==> src/rtl/lfsr_num_gen.sv <==
// lfsr_num_gen: 8-bit LFSR / shift-register number source for the hex display.
// Steps on a debounced button press or an auto-run tick; parallel load wins.
module lfsr_num_gen #(
  parameter logic [7:0] SEED       = 8'h01,
  parameter int         DEBOUNCE_N = 16,
  parameter int         AUTO_DIV   = 1000000
) (
  input  logic       clk,
  input  logic       rst,
  input  logic       btn,
  input  logic       auto_en,
  input  logic       load,
  input  logic [7:0] din,
  input  logic [1:0] mode,
  output logic [7:0] q,
  output logic [3:0] num0,
  output logic [3:0] num1,
  output logic       tick
);

  localparam int CW = $clog2(DEBOUNCE_N);
  localparam int DW = $clog2(AUTO_DIV);
  localparam logic [CW-1:0] CNT_LAST = CW'(DEBOUNCE_N - 1);
  localparam logic [DW-1:0] DIV_LAST = DW'(AUTO_DIV - 1);

  logic          sync1_q;
  logic          sync2_q;
  logic [CW-1:0] cnt_q;
  logic          stable_q;
  logic          stable_prev_q;
  logic [DW-1:0] div_q;
  logic [7:0]    q_q;
  logic [7:0]    q_d;
  logic          tick_q;
  logic          press;
  logic          auto_tick;
  logic          step;
  logic          fb;

  // two-flop synchronizer for the asynchronous button
  always_ff @(posedge clk or posedge rst) begin
    if (rst) begin
      sync1_q <= 1'b0;
      sync2_q <= 1'b0;
    end else begin
      sync1_q <= btn;
      sync2_q <= sync1_q;
    end
  end

  // accept a new button level only after it holds for DEBOUNCE_N cycles
  always_ff @(posedge clk or posedge rst) begin
    if (rst) begin
      cnt_q         <= '0;
      stable_q      <= 1'b0;
      stable_prev_q <= 1'b0;
    end else begin
      stable_prev_q <= stable_q;
      if (sync2_q == stable_q) begin
        cnt_q <= '0;
      end else if (cnt_q == CNT_LAST) begin
        stable_q <= sync2_q;
        cnt_q    <= '0;
      end else begin
        cnt_q <= cnt_q + 1'b1;
      end
    end
  end

  assign press = stable_q & ~stable_prev_q;

  // auto-run divider, held at zero while auto-run is off
  always_ff @(posedge clk or posedge rst) begin
    if (rst) begin
      div_q <= '0;
    end else if (!auto_en) begin
      div_q <= '0;
    end else if (div_q == DIV_LAST) begin
      div_q <= '0;
    end else begin
      div_q <= div_q + 1'b1;
    end
  end

  assign auto_tick = auto_en & (div_q == DIV_LAST);
  assign step      = press | auto_tick;
  assign fb        = q_q[4] ^ q_q[3] ^ q_q[2] ^ q_q[0];

  // next value of the register for the selected step operation
  always_comb begin
    q_d = q_q;
    unique case (mode)
      2'b00: q_d = (q_q == 8'h00) ? SEED : {fb, q_q[7:1]};
      2'b01: q_d = {q_q[6:0], 1'b0};
      2'b10: q_d = {q_q[7], q_q[7:1]};
      2'b11: q_d = {q_q[0], q_q[7:1]};
    endcase
  end

  // main register: load beats step, tick marks a completed step
  always_ff @(posedge clk or posedge rst) begin
    if (rst) begin
      q_q    <= SEED;
      tick_q <= 1'b0;
    end else if (load) begin
      q_q    <= din;
      tick_q <= 1'b0;
    end else if (step) begin
      q_q    <= q_d;
      tick_q <= 1'b1;
    end else begin
      tick_q <= 1'b0;
    end
  end

  assign q    = q_q;
  assign num0 = q_q[3:0];
  assign num1 = q_q[7:4];
  assign tick = tick_q;

endmodule

==> config.mk <==
export PLATFORM = sky130hd
export DESIGN_NAME = lfsr_num_gen
export DESIGN_NICKNAME = d
export VERILOG_FILES = /design/src/rtl/lfsr_num_gen.sv
export SDC_FILE = /design/constraint.sdc
export NUM_CORES = 1
export LEC_CHECK = 0
export BUFFER_PORTS_ARGS = -buffer_cell sky130_fd_sc_hd__buf_4
export CAP_MARGIN = 20
export CORE_MARGIN = 5
export CORE_UTILIZATION = 55
export CTS_CLUSTER_SIZE = 8
export DETAILED_ROUTE_END_ITERATION = 7
export GPL_TIMING_DRIVEN = 0
export PLACE_DENSITY = 0.82
export SLEW_MARGIN = 30
export SYNTH_ARGS = -nofsm -noshare
export SYNTH_HDL_FRONTEND = slang
export SYNTH_SLANG_ARGS = --single-unit
==> constraint.sdc <==
create_clock -name clk -period 5.01 [get_ports clk]
set_input_delay 0.2505 -clock clk [delete_from_list [all_inputs] [get_ports clk]]
set_output_delay 0.2505 -clock clk [all_outputs]
set_load 0.005 [all_outputs]
==> metrics.md, run 1 <==
| Metric | Value |
|---|---|
| CTS tree | `yes` |
| Seq/Total Area, Yosys | `48.5%` |
| DRT iter0 DRCs | `74` |
| Port bufs | `30` |
| Cells after Synth | `between 150 and 200` |
| CP Capture Type | `register` |
| R2R setup slack | `between 3 and 4 ns` |
| Max Cap Viol | `0` |
| Die height | `68.9 um` |
| Final Cell Area | `around 2300 um^2` |
| LEAKAGE | `1.07 nW` |
| Post-DP HPWL | `between 2000 and 3000 um` |
| Syn Area/Cell | `~10 um^2` |
| Clock Sinks | `37` |
| Total track usage | `approximately 18%` |
| Crit Path Category | `reg -> reg` |
| Routability cong. | `0.737` |
| Arr. time, crit path | `~2.2 ns` |
| Post-Syn Area | `1910 um^2` |
| CP Launch Type | `register` |
| Initial core utilization | `56.8%` |
| Setup TNS | `0 ns` |
| Layout filler cell count | `around 280` |
| Tmin final | `1.98 ns` |
| WL/cell | `12.8 um` |
| Max Slew Vio Count | `0` |
| Worst Tran Pin Value | `roughly 0.75 ns` |
| # rows | `21` |
| Pwr per Cell Area | `288 nW/um^2` |
| Seq cells post-synth | `37` |
| Status | `completed` |
| Fmax achieved | `between 500 and 600 MHz` |
| Slew headroom | `roughly 50%` |
| Via count | `1398` |
| Peak VDD IR | `just under 0.2 mV` |
| Area of the core | `3360 um^2` |
| Clock skew after layout | `0.00542 ns` |
| Synth unique cells | `39` |
| Fin cells | `~270` |
| Later-pin clock latency in the skew report | `about 0.35 ns` |
| Die area | `around 4800 um^2` |
| Most frequent cells in the layout | `38 x buf_4, 36 x dfrtp_1, 22 x nor2_1` |
| TritonCTS Buffers | `5` |
| Largest net degree at the start of global routing | `38` |
| Share of post-route cells with drive strength above 1 | `28.5%` |
| Worst EP required | `between 5 and 6 ns` |
| Io pins | `32` |
| Number of failing hold endpoints at the final stage | `0` |
| Final cycle utilization of the critical path | `roughly two fifths` |
| Number of diodes | `0` |
| Die W | `just under 70 um` |
| DR vias/cell | `5.24` |
| CP max FO | `10` |
| First-pass GRT wire length | `roughly 6100 um` |
| DRT Wirelength | `3410 um` |
| Setup Fix Bufs, Post-CTS | `0` |
| Most common cell after layout, fill and taps aside | `buf_4` |
| Placed insts | `between 200 and 300` |
| Synth Warn # | `0` |
| Vias in the first global route | `1361` |
| Detailed Routing Iterations Pass 1 | `4` |
| Post-route DRC violation count | `0` |
| Area share of the largest cell type after synthesis | `between 40 and 50%` |
| CTS clk-pin slew, worst paths | `roughly 0.12 ns` |
| Area growth syn-to-layout | `20.9%` |
| Area leader, netlist | `dfrtp_1` |
| Fin nets | `237` |
| Worst Hold Class | `in -> async` |
| Root Buffer Master | `clkbuf_4` |
| Initial antenna violation count | `0` |
| Setup violators final | `0` |
| Area contributors post-synth | `dfrtp_1 47%, xor2_1 6.4%, nor2_1 4.3%` |
| Grt ovf | `0` |
| Bufs on Longest Clock Path | `2` |
| H-tree depth | `2` |
| RSZ-0062 raised after global routing | `false` |
| Dpl cell area | `about 2200 um^2` |
| PostCTS Resize Cnt | `0` |
| Syn nets | `just under 200` |
| Routed Antenna Nets | `0` |
==> state kept, by name, indices dropped and copies added, names as in the netlist <==
| register | count |
|---|---|
| stable_prev_q | 1 |
| cnt_q | 4 |
| tick | 1 |
| stable_q | 1 |
| sync1_q | 1 |
| sync2_q | 1 |
| div_q | 20 |
| q | 8 |
==> critical path, stage by stage, from the launching register on <==
cell	delay [ns]
dfrtp_1	0.41
ha_1	0.25
and4_4	0.26
nand4_2	0.14
o32ai_4	0.31
buf_6	0.20
mux2i_1	0.21
o21ai_1	0.07
==> worst paths after layout <==
path | start | to | cells after the start
setup / recovery | div_q[0]$_DFF_PP0_ | q[1]$_DFFE_PP0P_ | 7
hold / removal | rst | div_q[19]$_DFF_PP0_ | 2
setup reg to reg | div_q[0]$_DFF_PP0_ | q[1]$_DFFE_PP0P_ | 7
hold reg to reg | sync1_q$_DFF_PP0_ | sync2_q$_DFF_PP0_ | 0
max in group asynchronous | rst | div_q[11]$_DFF_PP0_ | 2
min in group clk | din[6] | q[6]$_DFFE_PP0P_ | 3
==> through the flow <==
| step | util, % | setup slack [ns] | hold WS, ns | total power, mW |
|---|---|---|---|---|
| 2_1_floorplan | - | 3.21 | 0.282 | 0.375 |
| 3_3_place_gp | 65.2 | 3.03 | 0.334 | 0.410 |
| 3_5_place_dp | 65.2 | 3.04 | 0.346 | 0.412 |
| 4_1_cts | 68.7 | 3.01 | 0.0362 | 0.676 |
| 5_1_grt | 68.7 | 2.86 | 0.0568 | 0.701 |
| 6_report | 68.7 | 3.03 | 0.0240 | 0.666 |
==> Yosys cell counts <==
cell      number
dfrtp_1       36
nor2_1        22
nand2_1       14
xor2_1        14
xnor2_1        9
buf_4          8
mux2_2         7
nand3_1        7
inv_1          6
mux2i_1        6
o21ai_1        6
nand4_1        5
and3_1         3
clkbuf_1       3
nand2b_1       3
nor3_1         3
nor3b_1        3
and4_1         2
ha_1           2
nor2b_1        2
nor4_1         2
nor4b_1        2
a21o_1         1
a21oi_1        1
a21oi_2        1
a221o_1        1
a311oi_1       1
a31oi_1        1
and4_4         1
buf_2          1
buf_6          1
dfstp_2        1
nand4_2        1
o211a_1        1
o211ai_1       1
o21ai_0        1
o21ai_2        1
o31ai_2        1
o32ai_4        1
==> metal layers <==
layer  GRT usage, %  share of wire, %  wire (um)  up-vias
met3           6.48               5.9        200        9
met1           22.3                46       1550      658
li1               -                 -          -      698
met2           27.1                47       1590       33
met5              0                 0          0        -
met4           8.27               1.9         64        0
==> power by group <==
group          internal [mW]  leakage [nW]  switching, mW
sequential             0.310         0.491         0.0149
combinational         0.0474         0.524         0.0337
clock                  0.157        0.0558          0.104
==> cell families (layout without fill, tap and decap cells) <==
family	count (synthesis)	in the layout	share of synthesized area, %
xor gates and xnor gates	23	23	10.5
and+or+nand+nor	70	70	18.9
muxes	13	13	7.27
AOI/OAI and AO/OA	18	18	7.73
adders and majority gates	2	2	1.31
DFF	37	37	48.5
buffers and inverters	19	58	5.76
==> timing repair <==
action | 4_1_cts | 5_1_grt
endpoints found under the setup margin | 0 | 0
endpoints found under the hold margin | 1 | 0
hold buffers | 1 | 0
==> area by class of cell <==
class,instances,area [um^2],area share [%]
well taps,46,57.6,2.49
multi-input cells,126,873,37.8
clock buffers,5,37.5,1.63
flip-flops and latches,37,927,40.1
plain buffers,13,87.6,3.79
inverters,6,22.5,0.975
repair buffers,31,235,10.2
clock inverters,3,68.8,2.98
Note: power is estimated with default switching activity, not from simulation.
==> run 2: changes to the inputs <==
--- a/config.mk
+++ b/config.mk
@@ -5,6 +5,7 @@
 export SDC_FILE = /design/constraint.sdc
 export NUM_CORES = 1
 export LEC_CHECK = 0
+export ABC_AREA = 1
 export BUFFER_PORTS_ARGS = -buffer_cell sky130_fd_sc_hd__buf_4
 export CAP_MARGIN = 20
 export CORE_MARGIN = 5
==> constraint.sdc (replaced) <==
create_clock -name clk -period 2 [get_ports clk]
set_input_delay 0.1 -clock clk [delete_from_list [all_inputs] [get_ports clk]]
set_output_delay 0.1 -clock clk [all_outputs]
set_load 0.005 [all_outputs]
==> metrics.md, run 2 <==
| Metric | Value |
|---|---|
| CP max stage delay | `0.37 ns (was 0.41 ns)` |
| Area contributors post-synth | `dfrtp_1 43%, nand2_1 12%, nor2_1 8.9% (was dfrtp_1 47%, xor2_1 6.4%, nor2_1 4.3%)` |
| Status | `completed (unchanged)` |
| Worst Tran Pin Value | `0.757 ns (was 0.751 ns)` |
| PostCTS Resize Cnt | `0 (unchanged)` |
| CP top delay family | `simple AND/OR/NAND/NOR gates (was flip-flops)` |
| Crit path cell chain | `ha_1 > nand3_2 > nor2_1 > nand2_1 > nor2_1 > nand4_1 > nand2_1 > nor2_1 (was ha_1 > and4_4 > nand4_2 > o32ai_4 > buf_6 > mux2i_1 > o21ai_1)` |
| TritonCTS Buffers | `5 (unchanged)` |
| Number of flip-flops in the largest register | `20 (unchanged)` |
| DRT iter0 DRCs | `141 (was 74)` |
| Area share of the largest cell type after synthesis | `42.8% (was 47.2%)` |
| Seq/Total Area, Yosys | `44.1% (was 48.5%)` |
| H-tree depth | `2 (unchanged)` |
| Tmin final | `1.70 ns (was 1.98 ns)` |
| Io pins | `32 (unchanged)` |
| Via count | `1899 (was 1398)` |
| Port bufs | `30 (unchanged)` |
| Setup violators final | `0 (unchanged)` |
| Clock Sinks | `37 (unchanged)` |
| Number of failing hold endpoints at the final stage | `0 (unchanged)` |
| Setup TNS | `0 ns (unchanged)` |
| Setup Fix Bufs, Post-CTS | `0 (unchanged)` |
| Post-DP HPWL | `3310 um (was 2500 um)` |
| Max Slew Vio Count | `0 (unchanged)` |
| Number of diodes | `0 (unchanged)` |
| Synth Warn # | `0 (unchanged)` |
| Fin nets | `337 (was 237)` |
| Routability cong. | `0.890 (was 0.737)` |
| Async SR Flop Fraction | `100% (unchanged)` |
| Biggest register | `div_q (unchanged)` |
| Hold_buf cts | `2 (was 1)` |
| Root Buffer Master | `clkbuf_8 (was clkbuf_4)` |
| Most Frequent Cell on Critical Path | `nor2_1` |
| Most frequent cells in the layout | `70 x nand2_1, 50 x nor2_1, 38 x buf_4 (was 38 x buf_4, 36 x dfrtp_1, 22 x nor2_1)` |
| First-pass GRT wire length | `8090 um (was 6090 um)` |
| Final cycle utilization of the critical path | `85.2% (was 39.4%)` |
| # rows | `22 (was 21)` |
| Syn Area/Cell | `7.49 um^2 (was 10.5 um^2)` |
| WL/cell | `12.3 um (was 12.8 um)` |
| Crit path buf inv count | `0 (was 1)` |
| Later-pin clock latency in the skew report | `0.30 ns (was 0.35 ns)` |
| Worst EP required | `2.19 ns (was 5.24 ns)` |
| Clock skew after layout | `0.00779 ns (was 0.00542 ns)` |
| CP max FO | `5 (was 10)` |
| Area leader, netlist | `dfrtp_1 (unchanged)` |
| CP Capture Type | `register (unchanged)` |
| Initial antenna violation count | `0 (unchanged)` |
| Cells after Synth | `281 (was 182)` |
| Arr. time, crit path | `1.89 ns (was 2.21 ns)` |
| Number of synthesized flops with an enable pin | `0 (unchanged)` |
| Vias in the first global route | `1862 (was 1361)` |
| DR vias/cell | `5.15 (was 5.24)` |
| Grt ovf | `0 (unchanged)` |
| Slew headroom | `49.5% (about the same)` |
| Synth unique cells | `31 (was 39)` |
| Area of the core | `3690 um^2 (was 3360 um^2)` |
| Worst Hold Class | `in -> reg (was in -> async)` |
| CTS tree | `yes (unchanged)` |
| Routed Antenna Nets | `0 (unchanged)` |
| Layout filler cell count | `314 (was 282)` |
| Fmax achieved | `587 MHz (was 506 MHz)` |
| Peak VDD IR | `0.367 mV (was 0.197 mV)` |
| CTS clk-pin slew, worst paths | `0.08 ns (was 0.12 ns)` |
| Initial core utilization | `57.1% (was 56.8%)` |
| Syn nets | `298 (was 199)` |
| Pwr per Cell Area | `653 nW/um^2 (was 288 nW/um^2)` |
| Top cells by count, synth | `70 x nand2_1, 50 x nor2_1, 36 x dfrtp_1 (was 36 x dfrtp_1, 22 x nor2_1, 14 x nand2_1, 14 x xor2_1, 9 x xnor2_1)` |
| Bufs on Longest Clock Path | `2 (unchanged)` |
| Seq cells post-synth | `37 (unchanged)` |
| Area growth syn-to-layout | `18.8% (was 20.9%)` |
| Total track usage | `19.5% (was 17.8%)` |
| Largest net degree at the start of global routing | `38 (unchanged)` |
| RSZ-0062 raised after global routing | `false (unchanged)` |
| Most frequent cell after synthesis | `nand2_1 (was dfrtp_1)` |
| Die W | `71.9 um (was 68.9 um)` |
| Post-route DRC violation count | `0 (unchanged)` |
| CP Launch Type | `register (unchanged)` |
| Share of post-route cells with drive strength above 1 | `19.6% (was 28.5%)` |
| Post-Syn Area | `2100 um^2 (was 1910 um^2)` |
| Max Cap Viol | `0 (unchanged)` |
| DRT Wirelength | `4550 um (was 3410 um)` |
| Slowest cell on the critical path | `dfrtp_1 (unchanged)` |
| Most common cell after layout, fill and taps aside | `nand2_1 (was buf_4)` |
| Total power | `1.63 mW (was 666 uW)` |
| Die height | `71.9 um (was 68.9 um)` |
| Crit Path Category | `reg -> reg (unchanged)` |
| Detailed Routing Iterations Pass 1 | `4 (unchanged)` |
| Die area | `5160 um^2 (was 4750 um^2)` |
| Main synth FF type | `dfrtp_1 (unchanged)` |
| LEAKAGE | `1.24 nW (was 1.07 nW)` |
run 2: cell types whose count changed after synthesis, moves of 6 or more:
cell     change
mux2_2       -6
xor2_1      -10
mux2i_1      -6
nand2_1     +56
a21oi_1      +8
nor2_1      +28
inv_1       +23
o21ai_0     +14
nand3_1      +6
run 2: cell type report:
| type | instances | area (um^2) | share of cell area (%) |
|---|---|---|---|
| inverter | 31 | 116 | 4.65 |
| clock buffer | 5 | 68.8 | 2.75 |
| clock inverter | 3 | 22.5 | 0.900 |
| timing repair buffer | 32 | 245 | 9.80 |
| multi-input combinational | 200 | 972 | 38.9 |
| buffer | 13 | 88.8 | 3.55 |
| sequential | 37 | 927 | 37.1 |
| tap | 48 | 60.1 | 2.40 |
run 2: routing by layer:
metal	share of wire, %	global-route usage (%)	vias up	wire length [um]
met5	0	0	-	0
met4	1.0	6.68	0	47
met3	8.2	6.31	6	375
met2	48	32.6	63	2210
met1	42	23.8	873	1920
li1	-	-	957	-
run 2: per-stage QoR:
step / util (%) / cell area (um^2) / hold WS, ns / std cells / setup slack, ns
floorplan: - / 2100 / 0.131 / 281 / 0.613
global placement: 64.8 / 2390 / 0.210 / 359 / 0.378
detailed placement: 64.8 / 2390 / 0.211 / 359 / 0.362
CTS: 67.8 / 2500 / 0.0675 / 369 / 0.347
global route: 67.8 / 2500 / 0.0606 / 369 / 0.191
finish: 67.8 / 2500 / 0.0685 / 369 / 0.296
run 2: kinds of logic after synthesis:
family	count (synthesis)	share of synthesized area [%]
simple gates	157	33.2
buf+inv	44	9.75
flops	37	44.1
compound gates	32	7.91
xor+xnor	8	3.33
fa+ha+maj	2	1.19
mux	1	0.535
run 2: worst reg2reg max path, cell delays in order, from the launching register on:
cell,delay [ns]
dfrtp_1,0.37
ha_1,0.29
nand3_2,0.15
nor2_1,0.15
nand2_1,0.14
nor2_1,0.27
nand4_1,0.13
nand2_1,0.08
nor2_1,0.04
run 2: path summary, 6_finish.rpt:
path / startpoint / endpoint / slack, ns / cells after the start
min in group asynchronous: rst / div_q[4]$_DFF_PP0_ / 0.50 / 3
max: div_q[0]$_DFF_PP0_ / div_q[16]$_DFF_PP0_ / 0.30 / 8
min: auto_en / div_q[4]$_DFF_PP0_ / 0.07 / 3
max in group asynchronous: rst / div_q[17]$_DFF_PP0_ / 1.01 / 3
max reg2reg: div_q[0]$_DFF_PP0_ / div_q[16]$_DFF_PP0_ / 0.30 / 8
min reg2reg: sync1_q$_DFF_PP0_ / sync2_q$_DFF_PP0_ / 0.36 / 0
run 2: report_power, final:
part	switching, mW	internal [mW]
Sequential	0.0393	0.782
Combinational	0.134	0.143
Clock	0.288	0.247
Total	0.462	1.17
==> run 3: changes to the inputs <==
--- a/config.mk
+++ b/config.mk
@@ -9,11 +9,11 @@
 export BUFFER_PORTS_ARGS = -buffer_cell sky130_fd_sc_hd__buf_4
 export CAP_MARGIN = 20
 export CORE_MARGIN = 5
-export CORE_UTILIZATION = 55
+export CORE_UTILIZATION = 41
 export CTS_CLUSTER_SIZE = 8
 export DETAILED_ROUTE_END_ITERATION = 7
 export GPL_TIMING_DRIVEN = 0
-export PLACE_DENSITY = 0.82
+export PLACE_DENSITY = 0.65
 export SLEW_MARGIN = 30
 export SYNTH_ARGS = -nofsm -noshare
 export SYNTH_HDL_FRONTEND = slang
==> metrics.md, run 3 (synthesis results as in run 2) <==
| Metric | Value |
|---|---|
| PostCTS Resize Cnt | `0 (unchanged)` |
| Placed insts | `382 (was 359)` |
| DR vias/cell | `4.79 (was 5.15)` |
| Fin Hold WS | `0.0904 ns (was 0.0685 ns)` |
| CP max FO | `5 (unchanged)` |
| Clock skew after layout | `0.00701 ns (was 0.00779 ns)` |
| Crit path cell chain | `ha_1 > nand3_2 > nor2_1 > nand2_1 > nor2_1 > nand4_1 > nand2_1 > nor2_1 (unchanged)` |
| Number of diodes | `0 (unchanged)` |
| RSZ-0062 raised after global routing | `false (unchanged)` |
| CTS tree | `yes (unchanged)` |
| Via count | `1876 (was 1899)` |
| Io pins | `32 (unchanged)` |
| CTS clk-pin slew, worst paths | `0.08 ns (about the same)` |
| Fin cells | `392 (was 369)` |
| Crit Path Category | `reg -> reg (unchanged)` |
| TritonCTS Buffers | `5 (unchanged)` |
| Routability cong. | `0.874 (was 0.890)` |
| H-tree depth | `2 (unchanged)` |
| Setup TNS | `0 ns (unchanged)` |
| Grt ovf | `0 (unchanged)` |
| First-pass GRT wire length | `8160 um (was 8090 um)` |
| Area growth syn-to-layout | `21.4% (was 18.8%)` |
| Total track usage | `15.5% (was 19.5%)` |
| Die W | `81.6 um (was 71.9 um)` |
| # rows | `26 (was 22)` |
| Slew headroom | `73.1% (was 49.5%)` |
| Post-DP HPWL | `3510 um (was 3310 um)` |
| Bufs on Longest Clock Path | `2 (unchanged)` |
| Fin nets | `338 (was 337)` |
| LEAKAGE | `1.25 nW (was 1.24 nW)` |
| Max Slew Vio Count | `0 (unchanged)` |
| Initial antenna violation count | `0 (unchanged)` |
| Area of the core | `5040 um^2 (was 3690 um^2)` |
| Largest net degree at the start of global routing | `22 (was 38)` |
| Peak VDD IR | `0.348 mV (was 0.367 mV)` |
| Share of post-route cells with drive strength above 1 | `19.9% (was 19.6%)` |
| Initial core utilization | `41.7% (was 57.1%)` |
| Setup violators final | `0 (unchanged)` |
| Post-route DRC violation count | `0 (unchanged)` |
| Arr. time, crit path | `1.87 ns (was 1.89 ns)` |
| Worst Hold Class | `in -> reg (unchanged)` |
| Pwr per Cell Area | `642 nW/um^2 (was 653 nW/um^2)` |
| CP max stage delay | `0.37 ns (about the same)` |
| Layout filler cell count | `499 (was 314)` |
| CP Launch Type | `register (unchanged)` |
| Port bufs | `30 (unchanged)` |
| Biggest register | `div_q (unchanged)` |
| WL/cell | `11.7 um (was 12.3 um)` |
| PnR worst setup slack | `0.315 ns (was 0.296 ns)` |
| Vias in the first global route | `1806 (was 1862)` |
| Most common cell after layout, fill and taps aside | `nand2_1 (unchanged)` |
| DRT Wirelength | `4590 um (was 4550 um)` |
| Die area | `6670 um^2 (was 5160 um^2)` |
| Die height | `81.6 um (was 71.9 um)` |
| Max Cap Viol | `0 (unchanged)` |
| Tmin final | `1.69 ns (was 1.70 ns)` |
| Clock Sinks | `37 (unchanged)` |
| Fmax achieved | `593 MHz (was 587 MHz)` |
| Slowest cell on the critical path | `dfrtp_1 (unchanged)` |
| Final cycle utilization of the critical path | `84.3% (was 85.2%)` |
| Number of flip-flops in the largest register | `20 (unchanged)` |
| Routed Antenna Nets | `0 (unchanged)` |
| Most frequent cells in the layout | `70 x nand2_1, 50 x nor2_1, 38 x buf_4 (unchanged)` |
| Worst Tran Pin Value | `0.402 ns (was 0.757 ns)` |
| Number of failing hold endpoints at the final stage | `0 (unchanged)` |
| Worst EP required | `2.18 ns (was 2.19 ns)` |
| CP Capture Type | `register (unchanged)` |
| Detailed Routing Iterations Pass 1 | `4 (unchanged)` |
| Dpl ws | `0.323 ns (was 0.362 ns)` |
| Later-pin clock latency in the skew report | `0.30 ns (about the same)` |
| Root Buffer Master | `clkbuf_8 (unchanged)` |
| Most Frequent Cell on Critical Path | `nor2_1 (unchanged)` |
| Status | `completed (unchanged)` |
| DRT iter0 DRCs | `75 (was 141)` |
## run 3: critical path: cells and delay by family (launching register included)
family / cells / cell delay (ns)
fa+ha+maj: 1 / 0.29
flops: 1 / 0.37
simple gates: 7 / 0.91
## run 3: worst paths after layout
path	start	slack, ns	end	cells after the start
min	auto_en	0.09	div_q[4]$_DFF_PP0_	3
min reg2reg	sync1_q$_DFF_PP0_	0.36	sync2_q$_DFF_PP0_	0
max reg2reg	div_q[0]$_DFF_PP0_	0.31	div_q[16]$_DFF_PP0_	8
max in group asynchronous	rst	1.13	q[0]$_DFFE_PP1P_	4
max	div_q[0]$_DFF_PP0_	0.31	div_q[16]$_DFF_PP0_	8
min in group asynchronous	rst	0.35	sync1_q$_DFF_PP0_	3
## run 3: layout make-up
cell class,count,area (um^2),area share (%)
Clock inverter,3,21.3,0.833
Tap cell,70,87.6,3.43
Inverter,31,116,4.55
Multi-Input combinational cell,200,972,38.1
Clock buffer,5,68.8,2.69
Timing Repair Buffer,33,273,10.7
Sequential cell,37,927,36.3
Buffer,13,88.8,3.48
## run 3: report_power, final
group          switching, mW  internal, mW
logic                  0.135         0.148
registers             0.0398         0.782
clock network          0.289         0.247
total                  0.464          1.18
## run 3: per-layer routing
layer	up-vias	track usage [%]	wire length [um]
li1	967	-	-
met1	863	20.0	2150
met2	38	25.8	2080
met3	8	3.84	291
met4	0	4.49	72
met5	-	0	0
## run 3: through the flow
| stage | util, % | instance area, um^2 | power [mW] |
|---|---|---|---|
| detailed placement | 48.5 | 2440 | 1.12 |
| global route | 50.7 | 2550 | 1.74 |
| finish | 50.7 | 2550 | 1.64 |
| global placement | 47.9 | 2420 | 1.11 |
| CTS | 50.7 | 2550 | 1.66 |
| floorplan | - | 2100 | 0.986 |
## run 3: timing repair
action,in CTS,in global routing
hold buffers,2,0
setup buffers,0,0
endpoints found under the setup margin,0,0
hold endpoints to repair,17,0
